$ cat src/rtl/motoro3_deadtime_guard.sv
// Dead-time guard between the 3-phase controller and the gate-driver pins.
// Optional minimum on-time is enabled by defining MOTORO3_DT_MINON_EN.
module motoro3_deadtime_guard #(
    parameter int unsigned DT_CYCLES    = 10,
    parameter int unsigned MINON_CYCLES = 5
) (
    input  logic clk,
    input  logic nRst,
    input  logic rawAHp,
    input  logic rawALp,
    input  logic rawBHp,
    input  logic rawBLp,
    input  logic rawCHp,
    input  logic rawCLp,
    input  logic m3fault,
    input  logic faultClr,
    output logic gAHp,
    output logic gALp,
    output logic gBHp,
    output logic gBLp,
    output logic gCHp,
    output logic gCLp,
    output logic faultLatched,
    output logic stErr
);

    typedef enum logic [1:0] {IDLE, HON, LON, DEAD} state_t;

    localparam logic [7:0] DT_LOAD = 8'(DT_CYCLES - 1);

    if (DT_CYCLES < 1 || DT_CYCLES > 255 || MINON_CYCLES < 1 || MINON_CYCLES > 255) begin : g_bad_param
        $error("motoro3_deadtime_guard: DT_CYCLES and MINON_CYCLES must be in 1..255");
    end

    logic [2:0] raw_h;
    logic [2:0] raw_l;
    logic [2:0] gate_h;
    logic [2:0] gate_l;

    logic sync1_q, sync1_d;
    logic sync2_q, sync2_d;
    logic fault_latched_q, fault_latched_d;
    logic st_err_q, st_err_d;
    logic clr_ok;
    logic fault_force;

    assign raw_h = {rawCHp, rawBHp, rawAHp};
    assign raw_l = {rawCLp, rawBLp, rawALp};

    // The first synchronizer stage feeds the latch directly, so the latch
    // sets on the same edge the second stage goes high (two edges total).
    always_comb begin
        sync1_d         = m3fault;
        sync2_d         = sync1_q;
        clr_ok          = faultClr & ~sync2_q;
        fault_force     = sync1_q | fault_latched_q;
        fault_latched_d = sync1_q | (fault_latched_q & ~clr_ok);
        st_err_d        = (|(raw_h & raw_l)) | (st_err_q & ~clr_ok);
    end

    always_ff @(posedge clk or negedge nRst) begin
        if (!nRst) begin
            sync1_q         <= 1'b0;
            sync2_q         <= 1'b0;
            fault_latched_q <= 1'b0;
            st_err_q        <= 1'b0;
        end else begin
            sync1_q         <= sync1_d;
            sync2_q         <= sync2_d;
            fault_latched_q <= fault_latched_d;
            st_err_q        <= st_err_d;
        end
    end

    for (genvar p = 0; p < 3; p++) begin : g_phase
        state_t     state_q, state_d;
        logic [7:0] cnt_q, cnt_d;
        logic       req_h, req_l;
        logic       on_hold;

        assign req_h = raw_h[p] & ~raw_l[p];
        assign req_l = raw_l[p] & ~raw_h[p];

`ifdef MOTORO3_DT_MINON_EN
        localparam logic [7:0] MINON_LOAD = 8'(MINON_CYCLES - 1);
        logic [7:0] ontmr_q, ontmr_d;

        assign on_hold = (ontmr_q != '0);

        // Load on entry to an on-state, otherwise count down to zero.
        always_comb begin
            ontmr_d = ontmr_q;
            if ((state_d == HON || state_d == LON) && state_d != state_q) begin
                ontmr_d = MINON_LOAD;
            end else if (ontmr_q != '0) begin
                ontmr_d = ontmr_q - 8'd1;
            end
        end

        always_ff @(posedge clk or negedge nRst) begin
            if (!nRst) ontmr_q <= '0;
            else       ontmr_q <= ontmr_d;
        end
`else
        assign on_hold = 1'b0;
`endif

        always_comb begin
            state_d = state_q;
            cnt_d   = cnt_q;
            if (fault_force) begin
                state_d = DEAD;
                cnt_d   = DT_LOAD;
            end else begin
                case (state_q)
                    IDLE: begin
                        if (req_h)      state_d = HON;
                        else if (req_l) state_d = LON;
                    end
                    HON: begin
                        if (!req_h && !on_hold) begin
                            state_d = DEAD;
                            cnt_d   = DT_LOAD;
                        end
                    end
                    LON: begin
                        if (!req_l && !on_hold) begin
                            state_d = DEAD;
                            cnt_d   = DT_LOAD;
                        end
                    end
                    DEAD: begin
                        if (cnt_q != '0)  cnt_d   = cnt_q - 8'd1;
                        else if (req_h)   state_d = HON;
                        else if (req_l)   state_d = LON;
                        else              state_d = IDLE;
                    end
                    default: state_d = IDLE;
                endcase
            end
        end

        always_ff @(posedge clk or negedge nRst) begin
            if (!nRst) begin
                state_q <= IDLE;
                cnt_q   <= '0;
            end else begin
                state_q <= state_d;
                cnt_q   <= cnt_d;
            end
        end

        assign gate_h[p] = (state_q == HON);
        assign gate_l[p] = (state_q == LON);
    end

    assign gAHp         = gate_h[0];
    assign gALp         = gate_l[0];
    assign gBHp         = gate_h[1];
    assign gBLp         = gate_l[1];
    assign gCHp         = gate_h[2];
    assign gCLp         = gate_l[2];
    assign faultLatched = fault_latched_q;
    assign stErr        = st_err_q;

endmodule
$ cat config.mk
export PLATFORM = sky130hd
export DESIGN_NAME = motoro3_deadtime_guard
export DESIGN_NICKNAME = d
export VERILOG_FILES = /design/src/rtl/motoro3_deadtime_guard.sv
export SDC_FILE = /design/constraint.sdc
export NUM_CORES = 1
export LEC_CHECK = 0
export CAP_MARGIN = 0
export CORE_MARGIN = 2
export CORE_UTILIZATION = 61
export DETAILED_ROUTE_END_ITERATION = 10
export GPL_TIMING_DRIVEN = 0
export PLACE_DENSITY = 0.8
export SLEW_MARGIN = 10
export SYNTH_ARGS = -nofsm -noshare
export SYNTH_HDL_FRONTEND = slang
export SYNTH_SLANG_ARGS = --single-unit
$ cat constraint.sdc
create_clock -name clk -period 3.85 [get_ports clk]
set_clock_uncertainty 0.05 [all_clocks]
set_input_delay 0.77 -clock clk [delete_from_list [all_inputs] [get_ports clk]]
set_output_delay 0.77 -clock clk [all_outputs]
set_load 0.01 [all_outputs]
# Word-level counts from Yosys, hierarchy flattened
# Cells that the tools add are included.
# totals
regBits	34
in_bits	10
out_inout_bits	8
wordCells	116
# classes
n_addsub	3
eq_ne	24
mux	42
bitwise	21
reduce_logical	16
# ops
cell	n
two-way mux 8 bit	12
case mux 8 bit (3 select lines)	3
two-way mux 2 bit	24
!= test 3 bit (second input constant)	12
case mux 2 bit (4 select lines)	3
AND reduction 4 bit	6
nonzero test 8 bit	3
subtractor 8 x 1 -> 8 bit (second input constant)	3
equality test 2 bit (second input constant)	6
!= test 4 bit (second input constant)	3
nonzero test 4 bit	3
AND 1 bit	9
NOT 1 bit	8
equality test 2 x 1 -> 1 bit (second input constant)	3
logical NOT 2 bit	3
AND 3 bit	1
bitwise OR 1 bit	3
OR reduction 3 bit	1

# Logic depth before layout (Yosys ltp)
# Gate-level depths: netlist of run 1.
# logic_depth
depth_word	7
ltp_mapped	7
mapped_depth_nobuf	6

# Worst setup path after synthesis of run 1
# Ideal clock, no wire load.
# synth_path
path_type	input to register
startpoint	input rawBLp
endpoint	register g_phase[1].cnt_q[6]
setup_time_ps	78
arrival_time_ps	1864
t_required_ps	3722
setup_slack_ps	1858
path_stages	5
n_path_buf	1
cell_sequence	buf_2 > nand3b_1 > a21oi_1 > or4_1 > a21boi_1
# synth_between
elab_chain_len	4
elab_cells_between_ends	6
cone_classes	2 x eq/ne; 3 x bitwise; 1 x reduce/logical
# synth_lines
item	line	rtl
from (decl)	12	input logic rawBLp,
NOT 1 bit	81	assign req_h = raw_h[p] & ~raw_l[p];
AND 1 bit	81	
!= test 3 bit (no line)	-	
AND reduction 4 bit (no line) (*)	-	
to (signal assigned)	149	cnt_q <= cnt_d;
to (decl)	77	logic [7:0] cnt_q, cnt_d;
# Mark *: on every way between the ends. The rest lies on a longest branch, timed or not.
# A chain may end at the register's enable or synchronous reset.

# Worst setup path in the final report of run 1
# layout_path
startpoint	register g_phase[1].state_q[1]
endpoint	output gBHp
# layout_between
elab_chain_len	1
# layout_lines
item	line	rtl
from (decl)	76	state_t state_q, state_d;
from (signal assigned)	148	state_q <= state_d;
equality test 2 x 1 -> 1 bit	153	assign gate_h[p] = (state_q == HON);
to (decl)	19	output logic gBHp,
# No other way between the ends.

==> results of run 1 <==
==> kinds of logic after synthesis <==
logic type	Yosys count	synth area share
xor gates and xnor gates	5	0.0177
DFF	34	0.343
buffers and inverters	21	0.0409
AOI/OAI and AO/OA	76	0.214
and+or+nand+nor	101	0.249
muxes	7	0.0288
adders and majority gates	21	0.106
==> per-stage QoR <==
| step | instance area [um^2] | setup WS (ns) | total power [W] | utilization |
|---|---|---|---|---|
| floorplan | 2480 | 1.86 | 0.000409 | - |
| global placement | 2690 | 1.17 | 0.000437 | 0.683 |
| detailed placement | 2690 | 1.17 | 0.000438 | 0.681 |
| CTS | 2790 | 1.39 | 0.000769 | 0.708 |
| global route | 2790 | 1.31 | 0.000794 | 0.708 |
| finish | 2790 | 1.40 | 0.000762 | 0.708 |
==> routing by layer <==
metal	wire length, um	global-route usage	vias to the layer above
li1	-	-	1051
met1	2370	0.299	1035
met2	2800	0.484	33
met3	155	0.0600	11
met4	100	0.112	0
met5	0	0	-
==> registers in the layout, indices dropped and copies added, names as in the netlist <==
name and cells:
g_phase.state_q 6, g_phase.cnt_q 24, stErr 1, sync2_q 1, faultLatched 1, sync1_q 1
==> worst min-delay path by stage <==
stage               slack (ns)  depth (start not counted)  endpoint
finish                    0.43                          0   sync2_q
floorplan                 0.38                          0   sync2_q
global route              0.47                          0   sync2_q
CTS                       0.43                          0   sync2_q
global placement          0.41                          0   sync2_q
detailed placement        0.42                          0   sync2_q
==> cell type report <==
type | count | area [um^2] | area share
plain buffers | 6 | 45.0 | 0.0161
clock buffers | 7 | 76.3 | 0.0273
clock inverters | 1 | 30.0 | 0.0108
inverters | 15 | 56.3 | 0.0202
multi-input cells | 210 | 1530 | 0.547
flip-flops and latches | 34 | 851 | 0.305
well taps | 50 | 62.6 | 0.0224
repair buffers | 15 | 145 | 0.0520
==> power by group through the flow <==
| stage | combinational [W] | sequential (W) | clock, W |
|---|---|---|---|
| 5_1_grt | 0.0000718 | 0.000368 | 0.000354 |
| 4_1_cts | 0.0000650 | 0.000367 | 0.000337 |
| 2_1_floorplan | 0.0000356 | 0.000374 | 0 |
| 6_report | 0.0000643 | 0.000367 | 0.000331 |
| 3_3_place_gp | 0.0000631 | 0.000374 | 0 |
| 3_5_place_dp | 0.0000645 | 0.000374 | 0 |
==> worst reg2reg max path: cells and delay by family, from the launching register on <==
| kind | cells | cell delay (ns) |
|---|---|---|
| simple gates | 1 | 0.23 |
| compound gates | 3 | 0.99 |
| fa+ha+maj | 1 | 0.24 |
| buf+inv | 1 | 0.11 |
| flops | 1 | 0.42 |
==> placed cells by master, fill, tap and decap left out, types with 4 or more instances in the layout <==
master | Yosys | final
nor2_1 | 13 | 13
nor2b_1 | 5 | 5
o31ai_1 | 4 | 4
nor3_1 | 4 | 4
o21ai_0 | 16 | 16
nand2b_1 | 10 | 10
clkbuf_8 | 0 | 5
a21o_1 | 4 | 4
clkdlybuf4s50_1 | 0 | 14
nor4_1 | 6 | 6
a21oi_1 | 13 | 13
nor3b_1 | 4 | 4
nand3b_1 | 7 | 7
a22o_1 | 4 | 4
a31oi_1 | 6 | 6
ha_1 | 21 | 21
mux2i_1 | 6 | 6
dfrtp_1 | 34 | 34
nand4_1 | 4 | 4
or4_1 | 6 | 6
inv_1 | 15 | 15
o211ai_1 | 5 | 5
nand3_1 | 5 | 5
buf_2 | 3 | 4
nand2_1 | 18 | 18
==> flow_summary.ini, run 1 <==
[status]
outcome = complete, no violations

[routing]
wl_um = 5430
viasPerCell = 6.30
drtIter0Drc = 127
ant_nets = 0
vias = 2130
drt-pass1-iter-count = 4
routedWlPerCell_um = 16.1
drcViolationCount = 0

[power]
p_sw_w = 0.000179
p_per_area_mw_per_mm2 = 273
ir_drop_mv = 0.228
leakagePower_nw = 1.23
p_int_w = 0.000583
clock_power_share = 0.434
sw_frac_of_total = 0.235
power.share.combinational = 0.084
p_seq_frac = 0.481

[yosys]
yosys-top-cells-count = dfrtp_1, ha_1, nand2_1, o21ai_0, inv_1
synth_seq_cells = 34
ys_dominant_reg_cell = dfrtp_1
synth_top_area_share = 0.343
synth_area_per_cell_um2 = 9.35
synth_area_mm2 = 0.00248
synth_cell_types = 59
syn_nets = 296
ys_top_cells_by_area = dfrtp_1, ha_1, o21ai_0, nand2_1, a21oi_1
seq_area_frac_synth = 0.343
async_flop_share = 1.00
synth_edf_count = 0
yosys_warnings = 0
synthMostInstantiatedCell = dfrtp_1
syn_inst = 265
synth_top_cell_by_area = dfrtp_1

[global_routing]
track_usage = 0.267
grt_max_degree = 35
antenna_found_initial = 0
grt_pass1_wl_um = 9120
overflow = 0
grt_pass1_vias = 2091

[sta]
period_minus_slack_ns = 2.45
fmax_mhz = 408
finalMaxSlewViolations = 0
fin_crit_sh = 0.637
hold_violations = 0
rsz0062_at_grt = no
relSlewSlack = 0.469
setup_viol = 0
final.setup.tns_ns = 0
tightest_slew_ns = 0.796
hold_ws_ns = 0.429

[clock_tree]
postCtsSetupBuffers = 0
htreeDepth = 2
root_buffer = clkbuf_8
numCtsBuffers = 5
cts_resized = 0
clock-sinks = 34
cts.reportedPaths.clkPinSlew_ns = 0.08
cts_tree = done
ctsHoldBuffers = 0
clk_latency_ns = 0.30
clock_path_buffers = 2

[placement]
dpl.cell_count = 330
port_buffers = 15
dp_hpwl_um = 3890
gp_congestion = 0.852

[critical_path]
worstSetupPathType = reg -> out
critPathArrivalTime_ns = 1.63
reg2reg_slack_ns = 1.70
end_kind = primary output
crit_chain = inv_1 > ha_1 > clkdlybuf4s50_1
cp.required_ns = 3.03
max_stage_delay_ns = 0.56
crit_buf_inv = 2
reg2reg_depth = 6
worstSetupPathDepth = 3
crit_family = buffers and inverters
timing.rr.end = g_phase[2].cnt_q[4]
cp-endpoint = gBHp
cp_max_fo = 4
critPathSlowestCell = clkdlybuf4s50_1
cp-start-kind = register
crit_start = g_phase[1].state_q[1]
r2r-start = g_phase[2].state_q[0]

[min_path]
hp-start = sync1_q
hold_path_class = reg -> reg

[finish]
area_growth_pct = 12.7
antenna_cells = 0
nNetsFinal = 318
fillers = 311
drive_gt1_frac = 0.101
fin_cells = 338

[floorplan]
dieArea_mm2 = 0.00459
die_y_um = 67.7
initial_core_util = 0.629
std_cell_rows = 23
io_pins = 18
die_width_um = 67.7
core_mm2 = 0.00394

[run]
max_cap_violations = 0
No activity file was read; power rests on OpenSTA's default activity.
==> run 2, diff against run 1 <==
--- a/config.mk
+++ b/config.mk
@@ -7,10 +7,10 @@
 export LEC_CHECK = 0
 export CAP_MARGIN = 0
 export CORE_MARGIN = 2
-export CORE_UTILIZATION = 61
+export CORE_UTILIZATION = 53
 export DETAILED_ROUTE_END_ITERATION = 10
 export GPL_TIMING_DRIVEN = 0
-export PLACE_DENSITY = 0.8
+export PLACE_DENSITY = 0.74
 export SLEW_MARGIN = 10
 export SYNTH_ARGS = -nofsm -noshare
 export SYNTH_HDL_FRONTEND = slang
==> constraint.sdc (replaced) <==
create_clock -name clk -period 2.2 [get_ports clk]
set_clock_uncertainty 0.05 [all_clocks]
set_input_delay 0.44 -clock clk [delete_from_list [all_inputs] [get_ports clk]]
set_output_delay 0.44 -clock clk [all_outputs]
set_load 0.01 [all_outputs]
==> flow_summary.ini, run 2 (synthesis gave the netlist of run 1 again) <==
[status]
outcome = complete, no violations

[placement]
dpl_cell_area_mm2 = 0.00269
dp_hpwl_um = 3790
preCtsSetupSlack_ns = -0.197
gp_congestion = 0.902
port_buffers = 15

[power]
power.share.combinational = 0.085
ir_drop_mv = 0.402
p_int_w = 0.00102
sw_frac_of_total = 0.234
leakagePower_nw = 1.23
p_seq_frac = 0.485
p_sw_w = 0.000310
p_per_area_mw_per_mm2 = 473
clock_power_share = 0.430

[sta]
rsz0062_at_grt = no
fin_crit_sh = 0.965
worst_slack_ns = 0.0774
tightest_slew_ns = 0.755
period_minus_slack_ns = 2.12
hold_violations = 0
setup_viol = 0
finalMaxSlewViolations = 0
hold_ws_ns = 0.156
fmax_mhz = 471
relSlewSlack = 0.497

[finish]
nNetsFinal = 318
stdcell_area_mm2 = 0.00280
top_regs = g_phase.cnt_q: 24 flops, g_phase.state_q: 6 flops
fin_util = 0.631
largest_register_ff_count = 24
antenna_cells = 0
layout_commonest_cell = dfrtp_1
drive_gt1_frac = 0.111
area_growth_pct = 13.1
final_cell_mix = dfrtp_1, ha_1, nand2_1
top_register = g_phase.cnt_q

[global_routing]
track_usage = 0.223
grt_max_degree = 35
grt_pass1_wl_um = 9230
grt_pass1_vias = 1987
antenna_found_initial = 0
overflow = 0

[clock_tree]
htreeDepth = 2
clock_path_buffers = 2
clk_latency_ns = 0.29
cts_tree = done
cts.reportedPaths.clkPinSlew_ns = 0.07
postCtsSetupBuffers = 0
clock-sinks = 34
numCtsBuffers = 5
root_buffer = clkbuf_8

[routing]
drtIter0Drc = 182
viasPerCell = 6.21
wl_um = 5220
ant_nets = 0
vias = 2111
routedWlPerCell_um = 15.4
drcViolationCount = 0
drt-pass1-iter-count = 4

[critical_path]
crit_chain = inv_1 > ha_1 > clkdlybuf4s50_1
worstSetupPathType = reg -> out
critPathSlowestCell = clkdlybuf4s50_1
critPathArrivalTime_ns = 1.63
crit_family = buffers and inverters
cp-start-kind = register
crit_buf_inv = 2
cp.required_ns = 1.71
max_stage_delay_ns = 0.57
end_kind = primary output
cp_max_fo = 4

[floorplan]
core_mm2 = 0.00444
std_cell_rows = 24
die_y_um = 72.4
die_width_um = 72.4
io_pins = 18
initial_core_util = 0.558
dieArea_mm2 = 0.00524

[run]
max_cap_violations = 0

[min_path]
hold_path_class = in -> async
## run 2: layout make-up
type	count	area (um^2)
Fill cell	384	1640
Multi-Input combinational cell	210	1530
Sequential cell	34	851
Timing Repair Buffer	15	145
Clock buffer	5	68.8
Tap cell	52	65.1
Inverter	15	56.3
Buffer	6	45.0
Clock inverter	3	40.0
## run 2: metal layers
metal / GRT usage / share of wire
met3: 0.0417 / 0.051
met2: 0.336 / 0.44
met5: 0 / 0
met4: 0.0638 / 0.011
met1: 0.329 / 0.50
## run 2: what timing repair did
item / in CTS / in global routing
hold endpoints to repair: 0 / 0
resized for setup: 0 / 1
hold buffers: 0 / 0
setup endpoints to repair: 0 / 6
## run 2: per-stage QoR
stage	total power [W]	cells	TNS, ns
global route	0.00138	340	0
floorplan	0.000716	265	0
detailed placement	0.000767	332	-1.28
global placement	0.000766	332	-5.23
finish	0.00133	340	0
CTS	0.00134	340	0
## run 2: power groups by stage
| stage | clock network, W | logic, W | registers (W) |
|---|---|---|---|
| floorplan | 0 | 0.0000622 | 0.000654 |
| CTS | 0.000585 | 0.000113 | 0.000642 |
| detailed placement | 0 | 0.000112 | 0.000655 |
| global placement | 0 | 0.000111 | 0.000655 |
| global route | 0.000607 | 0.000127 | 0.000645 |
| finish | 0.000570 | 0.000112 | 0.000643 |
## run 2: path summary, 6_finish.rpt
check / depth (start not counted) / slack (ns) / from / endpoint
max: 3 / 0.08 / g_phase[2].state_q[1] / gCHp
min: 1 / 0.16 / nRst / g_phase[0].cnt_q[0]
max reg2reg: 5 / 0.17 / g_phase[1].state_q[0] / g_phase[1].cnt_q[6]
min reg2reg: 0 / 0.42 / sync1_q / sync2_q
max in group asynchronous: 1 / 1.45 / nRst / g_phase[0].cnt_q[3]
min in group clk: 0 / 0.42 / sync1_q / sync2_q
==> run 3, diff against run 2 <==
--- a/config.mk
+++ b/config.mk
@@ -11,7 +11,6 @@
 export DETAILED_ROUTE_END_ITERATION = 10
 export GPL_TIMING_DRIVEN = 0
 export PLACE_DENSITY = 0.74
-export SLEW_MARGIN = 10
 export SYNTH_ARGS = -nofsm -noshare
 export SYNTH_HDL_FRONTEND = slang
 export SYNTH_SLANG_ARGS = --single-unit
==> results of run 3 <==
Same layout as run 2: the final DEF is identical, and so are final timing and power.
